**src/rtl/jk_drive_sequencer.sv**
```systemverilog
// rtl/jk_drive_sequencer.sv - buffered target-Q sequencer driving an external JK flip-flop
module jk_drive_sequencer #(
  parameter int DEPTH = 8,
  parameter int CNT_W = 8
) (
  input  logic                     clk,
  input  logic                     reset,
  input  logic                     in_valid,
  input  logic                     in_bit,
  output logic                     in_ready,
  input  logic                     go,
  input  logic                     err_clr,
  output logic                     ff_enabled,
  output logic                     ff_j,
  output logic                     ff_k,
  input  logic                     ff_q,
  output logic                     busy,
  output logic [$clog2(DEPTH):0]   fill,
  output logic                     err,
  output logic [CNT_W-1:0]         err_count
);

  localparam int AW = $clog2(DEPTH);
  localparam logic [AW:0] FULL_CNT = (AW+1)'(DEPTH);

  typedef enum logic [1:0] {
    S_IDLE  = 2'd0,
    S_WAIT  = 2'd1,
    S_CHECK = 2'd2
  } state_t;

  state_t            state_q, state_d;
  logic [DEPTH-1:0]  mem_q, mem_d;
  logic [AW-1:0]     wr_ptr_q, wr_ptr_d;
  logic [AW-1:0]     rd_ptr_q, rd_ptr_d;
  logic [AW:0]       count_q, count_d;
  logic              exp_q, exp_d;
  logic              en_q, en_d;
  logic              j_q, j_d;
  logic              k_q, k_d;
  logic              err_q, err_d;
  logic [CNT_W-1:0]  cnt_q, cnt_d;

  logic              push;
  logic              pop;
  logic              target;
  logic              mismatch;

  assign in_ready = (count_q != FULL_CNT);
  assign push     = in_valid && in_ready;
  assign target   = mem_q[rd_ptr_q];
  // Feedback is only meaningful two edges after the issue edge, i.e. in CHECK.
  assign mismatch = (state_q == S_CHECK) && (ff_q != exp_q);

  // Next-state and command generation; a command is issued from IDLE or CHECK.
  always_comb begin
    state_d = state_q;
    en_d    = 1'b0;
    j_d     = 1'b0;
    k_d     = 1'b0;
    exp_d   = exp_q;
    pop     = 1'b0;
    case (state_q)
      S_IDLE, S_CHECK: begin
        if (go && (count_q != '0)) begin
          pop     = 1'b1;
          en_d    = 1'b1;
          // Excitation with don't-cares forced to 0: set only on 0->1, reset only on 1->0.
          j_d     = ~ff_q & target;
          k_d     = ff_q & ~target;
          exp_d   = target;
          state_d = S_WAIT;
        end else begin
          state_d = S_IDLE;
        end
      end
      S_WAIT:  state_d = S_CHECK;
      default: state_d = S_IDLE;
    endcase
  end

  // FIFO bookkeeping; a full FIFO refuses pushes even when popping on the same edge.
  always_comb begin
    mem_d    = mem_q;
    wr_ptr_d = wr_ptr_q;
    rd_ptr_d = rd_ptr_q;
    count_d  = count_q;
    if (push) begin
      mem_d[wr_ptr_q] = in_bit;
      wr_ptr_d        = wr_ptr_q + AW'(1);
    end
    if (pop) begin
      rd_ptr_d = rd_ptr_q + AW'(1);
    end
    case ({push, pop})
      2'b10:   count_d = count_q + (AW+1)'(1);
      2'b01:   count_d = count_q - (AW+1)'(1);
      default: count_d = count_q;
    endcase
  end

  // Sticky error flag and saturating counter; a clear loses to a same-edge mismatch.
  always_comb begin
    err_d = err_q;
    cnt_d = cnt_q;
    if (err_clr) begin
      err_d = 1'b0;
      cnt_d = '0;
    end
    if (mismatch) begin
      err_d = 1'b1;
      if (cnt_d != '1) begin
        cnt_d = cnt_d + CNT_W'(1);
      end
    end
  end

  // State, FIFO and output registers with immediate asynchronous reset.
  always_ff @(posedge clk or posedge reset) begin
    if (reset) begin
      state_q  <= S_IDLE;
      mem_q    <= '0;
      wr_ptr_q <= '0;
      rd_ptr_q <= '0;
      count_q  <= '0;
      exp_q    <= 1'b0;
      en_q     <= 1'b0;
      j_q      <= 1'b0;
      k_q      <= 1'b0;
      err_q    <= 1'b0;
      cnt_q    <= '0;
    end else begin
      state_q  <= state_d;
      mem_q    <= mem_d;
      wr_ptr_q <= wr_ptr_d;
      rd_ptr_q <= rd_ptr_d;
      count_q  <= count_d;
      exp_q    <= exp_d;
      en_q     <= en_d;
      j_q      <= j_d;
      k_q      <= k_d;
      err_q    <= err_d;
      cnt_q    <= cnt_d;
    end
  end

  assign ff_enabled = en_q;
  assign ff_j       = j_q;
  assign ff_k       = k_q;
  assign busy       = (state_q != S_IDLE);
  assign fill       = count_q;
  assign err        = err_q;
  assign err_count  = cnt_q;

endmodule

```
**config.mk**
```make
export PLATFORM = sky130hd
export DESIGN_NAME = jk_drive_sequencer
export DESIGN_NICKNAME = d
export VERILOG_FILES = /design/src/rtl/jk_drive_sequencer.sv
export SDC_FILE = /design/constraint.sdc
export NUM_CORES = 1
export LEC_CHECK = 0
export ABC_AREA = 1
export CORE_ASPECT_RATIO = 1.5
export CORE_MARGIN = 3
export CORE_UTILIZATION = 59
export CTS_CLUSTER_SIZE = 8
export DETAILED_ROUTE_END_ITERATION = 8
export PLACE_DENSITY = 0.89
export SLEW_MARGIN = 10
export SYNTH_ARGS = -nofsm -noshare
export SYNTH_HDL_FRONTEND = slang
export SYNTH_SLANG_ARGS = --single-unit
```
**constraint.sdc**
```tcl
create_clock -name clk -period 3.1 [get_ports clk]
set_input_delay 0.62 -clock clk [delete_from_list [all_inputs] [get_ports clk]]
set_output_delay 0.62 -clock clk [all_outputs]
set_load 0.05 [all_outputs]
```
==> results.txt <==
WL final: 3885 µm
CP max FO: 4
met1 WL: 1452 µm
fin. max-slew vios: 0
count of final setup violators: 0
unrepaired setup endpoints after global routing: false
HP Start: mem_q[5]
ranking of synthesized cells by area: dfrtp_1, nand2_1, inv_1, nand3_1, nand3_2
max_cap viols: 0
count leader, synth: nand2_1
via count: 1635
slowest CP cell: clkdlybuf4s50_1
CTS tree: built
Hold Fails Final Rpt: 0
Setup crit end kind: output port
Max VDD drop: 0.7205 mV
first-iteration detailed-routing DRC count: 60
layout cell share with drive strength beyond 1: 16.61%
Worst R2R End: fill[2]
area of the core: 3033 µm²
dpl hpwl: 2973 µm
Commonest cells post-synth: nand2_1, dfrtp_1, inv_1
io pins: 25
GPL Wtd Cong: 0.7646
Root Driver: clkbuf_8
Post-synth ARST share: 100.0%
first-pass GRT wire length: 7024 µm
n_diodes: 0
final setup TNS: 0 ps
Worst Skew: 6.450 ps
Reg clk slew, reported paths: 70 ps
Synth Instances: 247
actual slew at the worst max-slew pin: 503.1 ps
crit path launch type: flop
Layout Area Growth over Synthesis: 18.37%
Worst Path Required: 2480 ps
Final #Nets: 289
Tmin final: 2348 ps
fmax: 0.4258 GHz
Hold EP: mem_q[5]
DR WL met3: 150 µm
post-synth top area share: 41.10%
Hold WC Path Type: reg -> reg
Static Leak: 1.218 nW
critical-path cell list: inv_1 -> nand4_2 -> clkdlybuf4s50_1
Crit Path Class: reg -> out
Synth Register Bits: 32
Yosys Warn Count: 0
Clock Path Buffers: 2
largest net degree at the start of global routing: 33
Post-CTS Setup Inserts: 0
first-pass iteration count of the detailed router: 4
met2 WL: 2192 µm
worst slack, placed: 548.6 ps
number of library cell types mapped by synthesis: 33
Num CTS Buffers: 5
num rows: 24
fin crit share: 75.75%
initial antenna violation count: 0
R2R depth: 12
routed length per placed instance: 12.29 µm
Port-buffer cells: 24
r2r setup slk: 1020 ps
Die Y: 76.38 µm
Clk Latency, worst-skew pair: 290 ps
PostCTS Resize Cnt: 0
GRT overflow: 0
Fillers: 231
clock sinks: 32
Worst path max stage delay: 820 ps
via/cell ratio: 5.174
Worst Hold Path Cells: 2
area leader, netlist: dfrtp_1
Mapped Nets: 260
status: complete, no violations
Avg Synthesized Cell Area: 7.887 µm²
Critical Path AT: 1730 ps
highest metal used: met4
GRT Total Usage: 23.37%
worst r2r src: fill[0]
prevailing post-synth register cell: dfrtp_1
sequential share of the synthesized area: 41.10%
Initial Util: 64.23%
H-tree levels: 2
post-route ant nets: 0
Slew HR: 66.35%
setup slack after layout: 751.6 ps
die area: 4041 µm²
DIE WIDTH: 52.92 µm
PwrDens: 844.9 nW/µm²
number of flops mapped to enable cells by yosys: 0
Netlist Area Pre-Place: 1948 µm²
drt drc: 0
vias in the first global route: 1684
hold buffer count at CTS: 0
==> cell type report <==
class / count / area [µm²] / area share (%)
clock buffers: 6 / 82.58 / 3.581
clock inverters: 2 / 10.01 / 0.4341
inverters: 37 / 146.4 / 6.348
multi-input cells: 175 / 969.7 / 42.05
flip-flops and latches: 32 / 800.8 / 34.73
well taps: 39 / 48.80 / 2.116
repair buffers: 25 / 247.7 / 10.74
==> registers in the layout, summed over array words and instances (netlist names) <==
name        cells
ff_enabled      1
state_q         1
ff_j            1
ff_k            1
rd_ptr_q        3
mem_q           8
exp_q           1
wr_ptr_q        3
err             1
err_count       8
fill            4
==> metrics by stage <==
| step | utilization (%) | cells | power [W] | hold WS, ps | instance area [µm²] |
|---|---|---|---|---|---|
| after floorplan | - | 247 | 0.001382 | 418.3 | 1948 |
| after detailed placement | 72.98 | 308 | 0.001626 | 458.5 | 2213 |
| after CTS | 76.03 | 316 | 0.001966 | 474.4 | 2306 |
| final | 76.03 | 316 | 0.001948 | 470.5 | 2306 |
| after global routing | 76.03 | 316 | 0.002110 | 492.6 | 2306 |
| after global placement | 72.98 | 308 | 0.001590 | 453.5 | 2213 |
==> power breakdown <==
group	internal [W]	switching (W)
clock network	0.000177	0.000154
logic	0.000317	0.000596
registers	0.000563	0.000141
total	0.00106	0.000891
==> layout by cell type (no fill, tap or decap), types with 2 or more instances in the layout <==
master / instances
o21ai_2: 2
nand3_2: 10
clkinv_2: 2
nand3_1: 21
ha_1: 6
xnor2_1: 2
nand2_4: 3
xor2_1: 2
clkdlybuf4s50_1: 24
dfrtp_1: 32
nand2_1: 83
nor2_2: 2
inv_2: 5
nor2_1: 19
nand4_1: 3
nor2_4: 3
o21ai_0: 2
inv_1: 30
clkbuf_8: 6
or2_1: 2
nand2_2: 5
==> kinds of logic (layout without fill, tap and decap cells) <==
group | count (synthesis) | in the layout | synth area share, %
simple gates | 156 | 156 | 40.91
flops | 32 | 32 | 41.10
fa+ha+maj | 6 | 6 | 3.853
xor+xnor | 4 | 4 | 1.799
compound gates | 9 | 9 | 3.211
buf+inv | 40 | 70 | 9.120
==> how the worst max path moves through the flow <==
stage,from,end,slack (ps),depth (start not counted)
detailed placement,go,fill[2],550,12
global placement,go,fill[2],630,12
floorplan,fill[3],fill[2],730,10
CTS,fill[0],in_ready,740,3
global route,fill[0],in_ready,670,3
finish,fill[0],in_ready,750,3
==> layer usage <==
metal	global-route usage (%)	vias to the layer above
li1	-	823
met4	9.974	0
met1	22.61	769
met2	43.66	34
met3	5.871	9
met5	0	-
==> critical path, delay by kind of cell, from the launching register on <==
family / cells / cell delay (ps)
simple gates: 1 / 120
buf+inv: 2 / 920
flops: 1 / 410
No activity file was read; power rests on OpenSTA's default activity.
